==> src/rtl/breakout_game_ctrl_if.sv <==
`default_nettype none
// ============================================================================
// Module      : breakout_game_ctrl_if
// Description : Bundles the game-event inputs and the game-status outputs of
//               breakout_game_ctrl.
//               master : game logic / video side (drives the events)
//               slave  : breakout_game_ctrl (drives the status)
// Signals     : frame_tick, start, pause, hit, miss, bricks_clear (events)
//               state[1:0], score/hiscore[4*DIGITS-1:0] (BCD),
//               lives[LIFE_W-1:0], gra_still, ball_reset, game_over, win
// Revision    : 1.0 - initial release
// ============================================================================
interface breakout_game_ctrl_if #(
    parameter int DIGITS = 4,
    parameter int LIFE_W = 2
);
    logic                  frame_tick;
    logic                  start;
    logic                  pause;
    logic                  hit;
    logic                  miss;
    logic                  bricks_clear;
    logic [1:0]            state;
    logic [4*DIGITS-1:0]   score;
    logic [4*DIGITS-1:0]   hiscore;
    logic [LIFE_W-1:0]     lives;
    logic                  gra_still;
    logic                  ball_reset;
    logic                  game_over;
    logic                  win;

    modport master (
        output frame_tick, start, pause, hit, miss, bricks_clear,
        input  state, score, hiscore, lives, gra_still, ball_reset,
               game_over, win
    );

    modport slave (
        input  frame_tick, start, pause, hit, miss, bricks_clear,
        output state, score, hiscore, lives, gra_still, ball_reset,
               game_over, win
    );
endinterface
`default_nettype wire

==> src/rtl/breakout_game_ctrl.sv <==
`default_nettype none
// ============================================================================
// Module      : breakout_game_ctrl
// Description : Game-flow controller for a Breakout-style game. Sequences
//               IDLE -> SERVE -> PLAY -> OVER, keeps a saturating BCD score,
//               a best-score register, a lives counter and a frame-based
//               wait counter for the serve delay and the game-over hold-off.
// Ports       : clk   - system clock
//               reset - synchronous active-high reset
//               bus   - breakout_game_ctrl_if.slave (events in, status out)
// Revision    : 1.0 - initial release
// ============================================================================
module breakout_game_ctrl #(
    parameter int DIGITS      = 4,
    parameter int LIVES       = 3,
    parameter int LIFE_W      = 2,
    parameter int WAIT_FRAMES = 120,
    parameter int FRAME_W     = 8
) (
    input  wire logic              clk,
    input  wire logic              reset,
    breakout_game_ctrl_if.slave    bus
);

    localparam int SW = 4 * DIGITS;
    localparam logic [FRAME_W-1:0] c_wait_max  = FRAME_W'(WAIT_FRAMES);
    localparam logic [FRAME_W-1:0] c_wait_last = FRAME_W'(WAIT_FRAMES - 1);
    localparam logic [LIFE_W-1:0]  c_lives     = LIFE_W'(LIVES);
    localparam logic [LIFE_W-1:0]  c_life_one  = LIFE_W'(1);

    typedef enum logic [1:0] {
        S_IDLE  = 2'd0,
        S_SERVE = 2'd1,
        S_PLAY  = 2'd2,
        S_OVER  = 2'd3
    } state_t;

    state_t              r_state, w_state_nxt;
    logic [SW-1:0]       r_score, w_score_nxt;
    logic [SW-1:0]       r_hiscore, w_hiscore_nxt;
    logic [LIFE_W-1:0]   r_lives, w_lives_nxt;
    logic [FRAME_W-1:0]  r_wait, w_wait_nxt;
    logic                r_win, w_win_nxt;
    logic                r_pause;
    logic [SW-1:0]       w_score_hit;

    // BCD +1 with ripple carry. A carry out of the top digit means every digit
    // was 9, in which case the score saturates at its old value.
    function automatic logic [SW-1:0] bcd_inc(input logic [SW-1:0] v);
        logic [SW-1:0] r;
        logic          carry;
        r     = v;
        carry = 1'b1;
        for (int i = 0; i < DIGITS; i++) begin
            if (carry) begin
                if (v[4*i +: 4] == 4'd9) begin
                    r[4*i +: 4] = 4'd0;
                end else begin
                    r[4*i +: 4] = v[4*i +: 4] + 4'd1;
                    carry       = 1'b0;
                end
            end
        end
        if (carry) begin
            r = v;
        end
        return r;
    endfunction

    assign w_score_hit = bus.hit ? bcd_inc(r_score) : r_score;

    // ------------------------------------------------------------------
    // State and datapath registers
    // ------------------------------------------------------------------
    always_ff @(posedge clk) begin
        if (reset) begin
            r_state   <= S_IDLE;
            r_score   <= '0;
            r_hiscore <= '0;
            r_lives   <= '0;
            r_wait    <= '0;
            r_win     <= 1'b0;
            r_pause   <= 1'b0;
        end else begin
            r_state   <= w_state_nxt;
            r_score   <= w_score_nxt;
            r_hiscore <= w_hiscore_nxt;
            r_lives   <= w_lives_nxt;
            r_wait    <= w_wait_nxt;
            r_win     <= w_win_nxt;
            r_pause   <= bus.pause;
        end
    end

    // ------------------------------------------------------------------
    // Next-state and datapath update
    // ------------------------------------------------------------------
    always_comb begin
        w_state_nxt   = r_state;
        w_score_nxt   = r_score;
        w_hiscore_nxt = r_hiscore;
        w_lives_nxt   = r_lives;
        w_wait_nxt    = r_wait;
        w_win_nxt     = r_win;

        case (r_state)
            S_IDLE: begin
                if (bus.start) begin
                    w_state_nxt = S_SERVE;
                    w_score_nxt = '0;
                    w_lives_nxt = c_lives;
                    w_wait_nxt  = '0;
                    w_win_nxt   = 1'b0;
                end
            end

            S_SERVE: begin
                if (bus.frame_tick) begin
                    if (r_wait == c_wait_last) begin
                        w_state_nxt = S_PLAY;
                        w_wait_nxt  = '0;
                    end else begin
                        w_wait_nxt  = r_wait + 1'b1;
                    end
                end
            end

            S_PLAY: begin
                if (!bus.pause) begin
                    // The hit of this cycle counts even when the game ends now.
                    w_score_nxt = w_score_hit;
                    if (bus.bricks_clear) begin
                        w_state_nxt = S_OVER;
                        w_win_nxt   = 1'b1;
                        w_wait_nxt  = '0;
                    end else if (bus.miss) begin
                        w_wait_nxt  = '0;
                        w_lives_nxt = r_lives - 1'b1;
                        if (r_lives == c_life_one) begin
                            w_state_nxt = S_OVER;
                            w_win_nxt   = 1'b0;
                        end else begin
                            w_state_nxt = S_SERVE;
                        end
                    end
                end
            end

            S_OVER: begin
                if (bus.start && (r_wait == c_wait_max)) begin
                    w_state_nxt = S_SERVE;
                    w_score_nxt = '0;
                    w_lives_nxt = c_lives;
                    w_wait_nxt  = '0;
                    w_win_nxt   = 1'b0;
                end else if (bus.frame_tick && (r_wait != c_wait_max)) begin
                    w_wait_nxt  = r_wait + 1'b1;
                end
            end

            default: begin
                w_state_nxt = S_IDLE;
            end
        endcase

        // Best score is captured once, on the transition into OVER.
        if ((r_state != S_OVER) && (w_state_nxt == S_OVER) &&
            (w_score_nxt > r_hiscore)) begin
            w_hiscore_nxt = w_score_nxt;
        end
    end

    // ------------------------------------------------------------------
    // Outputs: decoded from registered state only (pause is registered)
    // ------------------------------------------------------------------
    assign bus.state      = r_state;
    assign bus.score      = r_score;
    assign bus.hiscore    = r_hiscore;
    assign bus.lives      = r_lives;
    assign bus.win        = r_win;
    assign bus.game_over  = (r_state == S_OVER);
    assign bus.ball_reset = (r_state == S_IDLE) || (r_state == S_SERVE);
    assign bus.gra_still  = (r_state != S_PLAY) || r_pause;

endmodule
`default_nettype wire

==> src/flat_wrapper.sv <==
// flat-port wrapper written by rule: the top's interface ports become plain ports
module breakout_game_ctrl_flat 
#(
    parameter int DIGITS      = 4,
    parameter int LIVES       = 3,
    parameter int LIFE_W      = 2,
    parameter int WAIT_FRAMES = 120,
    parameter int FRAME_W     = 8
)
  (clk, reset, bus_frame_tick, bus_start, bus_pause, bus_hit, bus_miss, bus_bricks_clear, bus_state, bus_score, bus_hiscore, bus_lives, bus_gra_still, bus_ball_reset, bus_game_over, bus_win);
  breakout_game_ctrl_if #(.DIGITS(DIGITS), .LIFE_W(LIFE_W)) bus_i ();
  input  wire logic clk;
  input  wire logic reset;
  input wire logic [$bits(bus_i.frame_tick)-1:0] bus_frame_tick;
  input wire logic [$bits(bus_i.start)-1:0] bus_start;
  input wire logic [$bits(bus_i.pause)-1:0] bus_pause;
  input wire logic [$bits(bus_i.hit)-1:0] bus_hit;
  input wire logic [$bits(bus_i.miss)-1:0] bus_miss;
  input wire logic [$bits(bus_i.bricks_clear)-1:0] bus_bricks_clear;
  output wire logic [$bits(bus_i.state)-1:0] bus_state;
  output wire logic [$bits(bus_i.score)-1:0] bus_score;
  output wire logic [$bits(bus_i.hiscore)-1:0] bus_hiscore;
  output wire logic [$bits(bus_i.lives)-1:0] bus_lives;
  output wire logic [$bits(bus_i.gra_still)-1:0] bus_gra_still;
  output wire logic [$bits(bus_i.ball_reset)-1:0] bus_ball_reset;
  output wire logic [$bits(bus_i.game_over)-1:0] bus_game_over;
  output wire logic [$bits(bus_i.win)-1:0] bus_win;
  assign bus_i.frame_tick = bus_frame_tick;
  assign bus_i.start = bus_start;
  assign bus_i.pause = bus_pause;
  assign bus_i.hit = bus_hit;
  assign bus_i.miss = bus_miss;
  assign bus_i.bricks_clear = bus_bricks_clear;
  assign bus_state = bus_i.state;
  assign bus_score = bus_i.score;
  assign bus_hiscore = bus_i.hiscore;
  assign bus_lives = bus_i.lives;
  assign bus_gra_still = bus_i.gra_still;
  assign bus_ball_reset = bus_i.ball_reset;
  assign bus_game_over = bus_i.game_over;
  assign bus_win = bus_i.win;
  breakout_game_ctrl #(.DIGITS(DIGITS), .LIVES(LIVES), .LIFE_W(LIFE_W), .WAIT_FRAMES(WAIT_FRAMES), .FRAME_W(FRAME_W)) u_core (.clk(clk), .reset(reset), .bus(bus_i));
endmodule
==> config.mk <==
export PLATFORM = sky130hd
export DESIGN_NAME = breakout_game_ctrl_flat
export DESIGN_NICKNAME = d
export VERILOG_FILES = /design/src/rtl/breakout_game_ctrl_if.sv /design/src/rtl/breakout_game_ctrl.sv /design/src/flat_wrapper.sv
export SDC_FILE = /design/constraint.sdc
export NUM_CORES = 1
export LEC_CHECK = 0
export BUFFER_PORTS_ARGS = -buffer_cell sky130_fd_sc_hd__buf_2
export CORE_ASPECT_RATIO = 1.5
export CORE_MARGIN = 4
export CORE_UTILIZATION = 50
export CTS_BUF_LIST = sky130_fd_sc_hd__clkbuf_4 sky130_fd_sc_hd__clkbuf_8 sky130_fd_sc_hd__clkbuf_16
export CTS_CLUSTER_DIAMETER = 150
export DETAILED_ROUTE_END_ITERATION = 8
export PLACE_DENSITY = 0.82
export SYNTH_ARGS = -nofsm -noshare
export SYNTH_HDL_FRONTEND = slang
export SYNTH_SLANG_ARGS = --single-unit
==> constraint.sdc <==
create_clock -name clk -period 3.25 [get_ports clk]
set_clock_uncertainty 0.05 [all_clocks]
set_input_delay 0.325 -clock clk [delete_from_list [all_inputs] [get_ports clk]]
set_output_delay 0.325 -clock clk [all_outputs]
set_load 0.02 [all_outputs]
==> results.tsv <==
stage	metric	value	unit
setup_path	crit path DAT	3780	ps
clocking	CTS tree	built	
finish	fin nets	522	
global_routing	vias in the first global route	3493	
die	die span in x	71.4	um
yosys	Post-Syn Nets	406	
setup_path	critical path's largest stage delay	560	ps
sta	maximum clock rate	277	MHz
global_routing	GRT overflow	0	
yosys	post-synthesis mux area share	0.332	%
yosys	ranking of synthesized cells by area	dfxtp_1 (31%), ha_1 (11%), nor2_1 (4.4%)	
finish	commonest non-fill, non-tap cells in the layout	buf_4 (71), buf_2 (47), dfxtp_1 (39)	
clocking	clk buf depth	2	
run	max-cap viol count	0	
place	Post-DP Area	0.00376	mm2
yosys	Post-synth EDFFs	0	
yosys	asr flop ratio synth	0	%
clocking	clk root buf	clkbuf_8	
yosys	average size of a mapped cell	8.12	um2
yosys	Synth Warn #	0	
route	antenna-violating nets left	0	
yosys	Netlist cell types	63	
yosys	Cell Area, Synth	0.00301	mm2
finish	Filler cells	364	
route	first drt pass iteration count	7	
die	Cell Rows	34	
die	Core ar.	0.00583	mm2
sta	period utilization	111	%
global_routing	largest net degree at the start of global routing	43	
place	I/O Buffers	47	
place	Routability Congestion	0.962	
yosys	Post-Synthesis Cells	371	
clocking	total CTS buffers	5	
pwr	P_leak	1.96	nW
yosys	adder-cell share of the synthesized area	11.2	%
pwr	Design Power	1.12	mW
setup_path	Setup CP Type	flop to flop	
place	post-DP HPWL	6800	um
sta	Slew @ Worst Pin	951	ps
setup_path	crit path launch type	flop	
status	failing checks	setup timing	
sta	setup ws final	-365	ps
setup_path	critical path cell sequence	inv_2, ha_4, nand3b_1, a2111oi_4, nor3_2, a221o_1, ha_4, nand4_1, nor4_4, buf_4, a211oi_4, buf_4, a211o_1, o41ai_2	
place	Place WS	-355	ps
route	Via Count	3637	
finish	share of cells above drive strength 1	43.9	%
setup_path	Crit Path Max Fanout	4	
sta	Final min period	3620	ps
setup_path	Critical Path Sink Type	flop	
clocking	CTS H-tree depth	2	
hold_path	worst hold path class	primary input to flop	
clocking	Clock Latency Late Sink	310	ps
yosys	sequential cell area fraction in the yosys report	30.6	%
pwr	Pwr Density	254	mW/mm2
yosys	cell accounting for the most synthesized area	dfxtp_1	
finish	final instance area	0.00441	mm2
route	DR vias/cell	6.49	
global_routing	initial antenna violation count	0	
route	drt drc	0	
yosys	#FFs+latches synth	46	
route	DRT iter0 DRCs	354	
route	final wirelength	11500	um
finish	P&R area growth vs syn	46.6	%
die	area of the die	0.00735	mm2
yosys	Synth top area share	30.6	%
sta	RSZ-0062 raised after global routing	true	
sta	Slew Viols, Final	0	
global_routing	GRT Overall Usage	26.7	%
yosys	main combinational cell family by area after synthesis	simple AND/OR/NAND/NOR gates	
finish	Antenna Cells	0	
finish	commonest non-fill, non-tap cell in the layout	buf_4	
clocking	clk sinks	46	
sta	Fin. Hold Viols	0	
status	status	finished, violations left	
yosys	Synth Area in Compound Gates	21.7	%
yosys	Synth Area in Simple Gates	27.7	%
yosys	top_reg_cell synth	dfxtp_1	
global_routing	first-pass GRT wire length	15800	um
sta	Final Setup Violations	16	
die	Top Ports	48	
route	WL/cell	20.6	um
clocking	clock transition at the registers of the reported paths	100	ps
sta	Slew headroom	35.9	%
sta	Hold WS	293	ps
pwr	maximum vdd drop	0.313	mV
die	Initial Util	51.7	%
setup_path	slowest CP cell	a2111oi_4	
die	die height	103	um
yosys	post-synthesis xor/xnor area fraction	1.74	%
setup_path	Worst Path Required	3410	ps
[layer usage]
layer,vias to the layer above,part of all wire (%),GRT usage (%)
li1,1596,-,-
met1,1712,36,29.8
met2,241,49,45.3
met3,88,7.1,4.39
met4,0,7.4,20.0
met5,-,0,0
[area by class of cell]
class / count / area, um2 / share of cell area [%]
Multi-Input combinational cell: 278 / 2320 / 52.6
Inverter: 32 / 120 / 2.72
Tap cell: 72 / 90.1 / 2.04
Clock buffer: 5 / 68.8 / 1.56
Sequential cell: 46 / 932 / 21.1
Clock inverter: 3 / 43.8 / 0.992
Timing Repair Buffer: 124 / 836 / 18.9
[report_power, final]
part	internal (mW)	switching, mW	total [mW]
sequential	0.567	0.00409	0.571
clock	0.231	0.227	0.458
combinational	0.0320	0.0586	0.0906
total	0.830	0.289	1.12
[per-stage QoR]
stage,setup TNS (ps),cells,utilization (%)
3_5_place_dp,-4150,538,64.6
6_report,-4670,560,75.7
2_1_floorplan,0,371,-
4_1_cts,-20.4,554,70.7
3_3_place_gp,-1460,538,64.6
5_1_grt,-6100,560,75.7
[synth_stat cells, types with 3 or more instances]
library cell  number
nand3b_1           4
o41ai_1            3
nor3b_1            3
a21o_1             4
nor2_1            35
nor3_1            19
clkbuf_1           6
inv_1             32
nand2b_1           5
a21oi_1           20
dfxtp_1           46
nand4_1            8
a211oi_1          14
o21ai_0           13
and4b_1            3
nand2_1           18
nor2b_1            9
o211ai_1           4
buf_2              6
o21a_1             3
nand4b_1           3
ha_1              27
nand3_1           23
or3_1              3
and3b_1            5
a31oi_1            7
xor2_1             5
[state kept, by name, summed over array words and instances, names as in the netlist]
register / count
u_core.bus.hiscore: 16
u_core.bus.state: 2
u_core.r_pause: 1
u_core.bus.lives: 2
u_core.r_wait: 8
u_core.bus.score: 16
u_core.bus.win: 1
[worst paths after layout]
path,start,to,slack [ps],depth (start not counted)
setup / recovery,u_core.bus.score[5],u_core.bus.hiscore[4],-370,14
hold / removal,bus_bricks_clear,u_core.bus.win,290,3
setup reg to reg,u_core.bus.score[5],u_core.bus.hiscore[4],-370,14
hold reg to reg,u_core.bus.win,u_core.bus.win,460,2
[worst max-delay path, delay by kind of cell, from the launching register on]
family,cells,cell delay (ps)
adders and majority gates,2,440
DFF,1,340
and+or+nand+nor,4,900
AOI/OAI and AO/OA,5,1330
buffers and inverters,3,450
[kinds of logic after synthesis]
group,after synthesis
simple gates,152
compound gates,91
buf+inv,48
flops,46
fa+ha+maj,27
xor+xnor,6
mux,1
[what timing repair did]
item / CTS / global route
pin swaps: 13 / 9
setup buffers: 7 / 6
endpoints found under the setup margin: 16 / 16
hold buffers: 0 / 0
gates cloned: 2 / 1
resized for setup: 45 / 50
No activity file was read; power rests on OpenSTA's default activity.
